--- src/rtl/fetch_unit.sv ---
// Program counter and instruction register stage in front of programMemory.
// Fetches sequentially, takes redirects from execute, honours stall, stops on HALT.
module fetch_unit #(
  parameter int               ADDR_W   = 8,
  parameter int               INSTR_W  = 13,
  parameter int               OPC_W    = 3,
  parameter logic [OPC_W-1:0] HALT_OPC = 3'b111
) (
  input  logic               clk,
  input  logic               rst,
  output logic [ADDR_W-1:0]  mem_addr,
  input  logic [INSTR_W-1:0] mem_data,
  input  logic               stall,
  input  logic               jump_en,
  input  logic [ADDR_W-1:0]  jump_addr,
  output logic [INSTR_W-1:0] instr,
  output logic               instr_valid,
  output logic [ADDR_W-1:0]  instr_pc,
  output logic               halted
);

  // state  | meaning
  // RUN    | fetching; pc advances, redirects and stalls honoured
  // HALTED | HALT word captured; pc frozen until reset
  typedef enum logic [0:0] {
    RUN    = 1'b0,
    HALTED = 1'b1
  } state_t;

  state_t            state;
  logic [ADDR_W-1:0] pc;
  logic              is_halt;

  assign mem_addr = pc;
  assign is_halt  = (mem_data[INSTR_W-1 -: OPC_W] == HALT_OPC);

  always_ff @(posedge clk) begin
    if (rst) begin
      state       <= RUN;
      pc          <= '0;
      instr       <= '0;
      instr_pc    <= '0;
      instr_valid <= 1'b0;
      halted      <= 1'b0;
    end else begin
      case (state)
        RUN: begin
          if (jump_en) begin
            // Redirect wins over stall and over a HALT word on the bus.
            pc          <= jump_addr;
            instr_valid <= 1'b0;
          end else if (!stall) begin
            instr       <= mem_data;
            instr_pc    <= pc;
            instr_valid <= 1'b1;
            if (is_halt) begin
              state  <= HALTED;
              halted <= 1'b1;
            end else begin
              pc <= pc + ADDR_W'(1);
            end
          end
        end
        HALTED: begin
          // The HALT instruction stays valid until the decoder consumes it.
          if (!stall) instr_valid <= 1'b0;
        end
        default: begin
          state  <= RUN;
          halted <= 1'b0;
        end
      endcase
    end
  end

endmodule
--- config.mk ---
export PLATFORM = sky130hd
export DESIGN_NAME = fetch_unit
export DESIGN_NICKNAME = d
export VERILOG_FILES = /design/src/rtl/fetch_unit.sv
export SDC_FILE = /design/constraint.sdc
export NUM_CORES = 1
export LEC_CHECK = 0
export BUFFER_PORTS_ARGS = -buffer_cell sky130_fd_sc_hd__buf_2
export CORE_UTILIZATION = 42
export DETAILED_ROUTE_END_ITERATION = 8
export PLACE_DENSITY = 0.74
export SLEW_MARGIN = 20
export SYNTH_ARGS = -nofsm -noshare
export SYNTH_HDL_FRONTEND = slang
export SYNTH_SLANG_ARGS = --single-unit
--- constraint.sdc ---
create_clock -name clk -period 1.22 [get_ports clk]
set_input_delay 0.183 -clock clk [delete_from_list [all_inputs] [get_ports clk]]
set_output_delay 0.183 -clock clk [all_outputs]
set_load 0.01 [all_outputs]
# Yosys cells after proc, flatten, opt, wreduce, memory -nomap -nowiden
# Index checks and enable logic that the tools add are counted.
[word_totals]
out_inout_bits = 31
elab_cells = 30
in_bits = 25
regBits = 32
[classes]
n_bitwise = 3
n_eq_ne = 5
muxes = 11
reduce_logical = 4
addsub = 1
[ops]
columns = ["cell", "count"]
rows = [
  ["$mux W8", 3],
  ["$add A8 B1 Y8 const B", 1],
  ["$mux W1", 7],
  ["$reduce_and A3 Y1", 2],
  ["$ne A2 B2 Y1 const B", 2],
  ["$reduce_and A4 Y1", 1],
  ["$eq A3 B3 Y1 const B", 1],
  ["$ne A3 B3 Y1 const B", 1],
  ["$not A1 Y1", 3],
  ["$ne A2 B1 Y1 const B", 1],
  ["$pmux W1 S2", 1],
  ["$reduce_and A2 Y1", 1],
]

# Depth between registers and ports, before layout
[logic_depth]
ltp_word = 5
mapped_depth = 6
mapped_depth_nobuf = 5

# Least setup slack after synthesis
# Ideal clock, no wire load.
[synth_path]
path_type = "register -> register"
start = "register pc[0], in the netlist mem_addr[0]"
end = "register pc[6], in the netlist mem_addr[6]"
n_path_buf = 0
setup_time_ps = 117
required_time_ps = 1103
period_less_slack_ps = 1372
arrival_time_ps = 1255
stages_incl_launch_ff = 6
path_slack_ps = -152
path_cell_list = "dfxtp_1 -> ha_1 -> nand3_1 -> o21ai_0 -> nand2_1 -> a32o_1"
[synth_between]
elab_chain_len = 4
[synth_lines]
columns = ["item", "line", "text"]
rows = [
  ["start: declaration", "31", "logic [ADDR_W-1:0] pc;"],
  ["start signal: assignment", "50", "pc <= jump_addr;"],
  ["start signal: assignment", "60", "pc <= pc + ADDR_W'(1);"],
  ["$add A8 B1 Y8", "60", ""],
  ["$mux W8", "56", "if (is_halt) begin"],
  ["$mux W8", "52", "end else if (!stall) begin"],
  ["$mux W8", "48", "if (jump_en) begin"],
]
# No other way between the ends. The select of a mux whose other input is x is not followed.
# A chain may end at the register's enable or synchronous reset.

# Worst setup path in the final report
[layout_path]
start = "register pc[1], in the netlist mem_addr[1]"
end = "register pc[6], in the netlist mem_addr[6]"
# Same word-level chain as after synthesis.

==> flow_summary.yaml <==
route:
  avgRoutedWirePerCell_um: 12.39
  dr.first_iter.drc_count: 79
  firstDrtPassIters: 4
  vias_per_cell: 5.135
  drc_errors: 0
  drt_wl_total_um: 3580
  vias: 1484
  postRouteAntennaNets: 0
min_path:
  whs_path_depth: 3
  hp-class: "in2reg"
global_route:
  antenna_found_initial: 0
  grt_usage_pct: 22.24
  grt_max_degree: 15
  grt_pass1_vias: 1314
  grt.overflow.total: 0
  grt_pass1_wl_um: 5782
power_and_ir_drop:
  total_power_mw: 2.299
  ir_drop_v: 0.0008169
  leakage_nw: 0.9005
  cellPowerDensity_nw_per_um2: 1184
worst_setup_path:
  startpoint_type: "register"
  crit_buf_inv: 0
  regToRegSetupSlack_ns: 0.006
  rr_worst_depth: 5
  slowest_stage: "dfxtp_4"
  crit_chain: "ha_4 > nand3_2 > o21ai_1 > nand2_1 > a32o_1"
  crit_family: "flip-flops"
  end_kind: "register"
  crit_cells: 5
  path_max_fanout: 4
  max_stage_delay_ns: 0.39
  worst-setup-path-type: "reg2reg"
  cp.required_ns: 1.44
  cp_data_arrival_time_ns: 1.44
cts:
  clockBufferDepth: 2
  cts_tree: "built"
  cts_num_sinks: 32
  numCtsBuffers: 5
  root_buffer: "clkbuf_4"
  htreeDepth: 2
  post_cts_buffers: 0
  holdBufCountCts: 0
  cts.clk_slew.worst_paths_ns: 0.10
  worstSkewPairLatency_ns: 0.32
timing:
  skew_ns: 0.005121
  timing.fmax_ghz: 0.8239
  hold_viol_final: 0
  setup_viol: 0
  rsz0062_at_grt: "yes"
  finalCritPeriodShare_pct: 99.49
  slew_violations: 0
  period_needed_ns: 1.214
  worst_slew_pin_slew_ns: 0.3049
  maxSlewHeadroom_pct: 79.41
die:
  dieArea_um2: 3445
  io-pin-count: 56
  fp-row-count: 20
  fp.dieW_um: 58.70
  initial_utilization_pct: 44.22
  coreArea_um2: 3053
  dieHeight_um: 58.70
logic_synthesis:
  synth_warnings: 0
  postSynth.asyncResetShare_pct: 0
  ys_ff_latch: 32
  seq_area_frac_synth_pct: 47.45
  synth_edf_count: 0
  synth_cells: 169
  syn_area_um2: 1350
  syn_avg_cell_area_um2: 7.988
  synth-main-ff-cell: "dfxtp_1"
  synth.net_count: 195
  synth.distinct_cells: 28
layout:
  drive_above_1_share_pct: 40.82
  final_cell_mix: "nand2_1 (55), buf_2 (55), a21oi_1 (26)"
  layout.cells.non_filler: 289
  syn_to_final_growth_pct: 43.84
  nNetsFinal: 270
  diodes: 0
outcome:
  status: "completed"
place:
  globalplace.congestion: 0.8850
  hpwl_um: 2733
  numPortBuffers: 55
  place_inst: 281
run:
  cap_violations: 0
metrics by stage:
stage | util, % | TNS (ns) | hold slack [ns] | setup slack [ns] | cell area [um^2]
2_1_floorplan | - | 0 | 0.3190 | 0.009099 | 1370
3_3_place_gp | 60.08 | 0 | 0.4268 | 0.006925 | 1834
3_5_place_dp | 60.08 | -0.09400 | 0.4288 | -0.02372 | 1834
4_1_cts | 63.11 | 0 | 0.07290 | 0.02192 | 1927
5_1_grt | 63.61 | -0.03523 | 0.07210 | -0.02068 | 1942
6_report | 63.61 | 0 | 0.08596 | 0.006276 | 1942
logic make-up (layout without fill, tap and decap cells):
logic type | count (synthesis) | count (layout) | share of synthesized area, %
muxes | 2 | 2 | 1.483
buffers and inverters | 13 | 89 | 4.633
DFF | 32 | 32 | 47.45
AOI/OAI and AO/OA | 50 | 50 | 24.28
adders and majority gates | 1 | 1 | 0.9266
and+or+nand+nor | 71 | 71 | 21.22
metal layers:
metal  routed length (um)  vias up  share of wire (%)  track usage (%)
li1                     -      737                  -                -
met4                    0        0                  0            9.524
met2                 1830       53                 51            36.62
met1                 1564      694                 44            28.18
met5                    0        -                  0                0
met3                  186        0                5.2            4.835
area by class of cell:
class	instances	area [um^2]
Multi-Input combinational cell	124	681.9
Clock buffer	6	41.29
Clock inverter	2	35.03
Inverter	3	11.26
Fill cell	291	1111
Tap cell	44	55.05
Timing Repair Buffer	78	460.4
Sequential cell	32	656.9
registers in the layout, summed over array words and instances (netlist names):
signal / count
instr: 13
instr_pc: 8
mem_addr: 8
halted: 1
instr_valid: 1
state: 1
what timing repair did:
action                     4_1_cts  5_1_grt
setup endpoints to repair       16       14
pin swaps                        0        5
resized for setup                6        6
cell usage after synthesis (2+ instances only):
master / instances / area share (%)
o31ai_1: 2 / 1.1
nor2_1: 8 / 2.2
inv_1: 3 / 0.83
buf_4: 2 / 1.1
buf_2: 5 / 1.9
nand3_1: 3 / 1.1
a21oi_1: 26 / 9.6
dfxtp_1: 32 / 47
a32o_1: 3 / 2.2
a211o_1: 2 / 1.3
a22oi_1: 2 / 1.1
o21ai_0: 5 / 1.9
a211oi_1: 2 / 1.1
buf_1: 2 / 0.56
o41ai_1: 3 / 1.9
a31oi_1: 2 / 0.93
mux2i_1: 2 / 1.5
nand2_1: 55 / 15
power by group:
| part | switching (mW) | leakage, nW | internal, mW | total, mW |
|---|---|---|---|---|
| registers | 0.0416 | 0.265 | 1.09 | 1.13 |
| logic | 0.200 | 0.593 | 0.186 | 0.386 |
| clock network | 0.350 | 0.0422 | 0.430 | 0.779 |
| total | 0.591 | 0.900 | 1.71 | 2.30 |
path summary, 6_finish.rpt:
path,start,end
worst max register to register,mem_addr[1],mem_addr[6]
worst min register to register,instr_pc[1],instr_pc[1]
worst min-delay path,mem_data[9],instr[9]
worst max-delay path,mem_addr[1],mem_addr[6]
worst reg2reg max path, cell delays in order (launching register included):
cell,delay [ns]
dfxtp_4,0.39
ha_4,0.16
nand3_2,0.10
o21ai_1,0.13
nand2_1,0.06
a32o_1,0.26
Note: power is estimated with default switching activity, not from simulation.
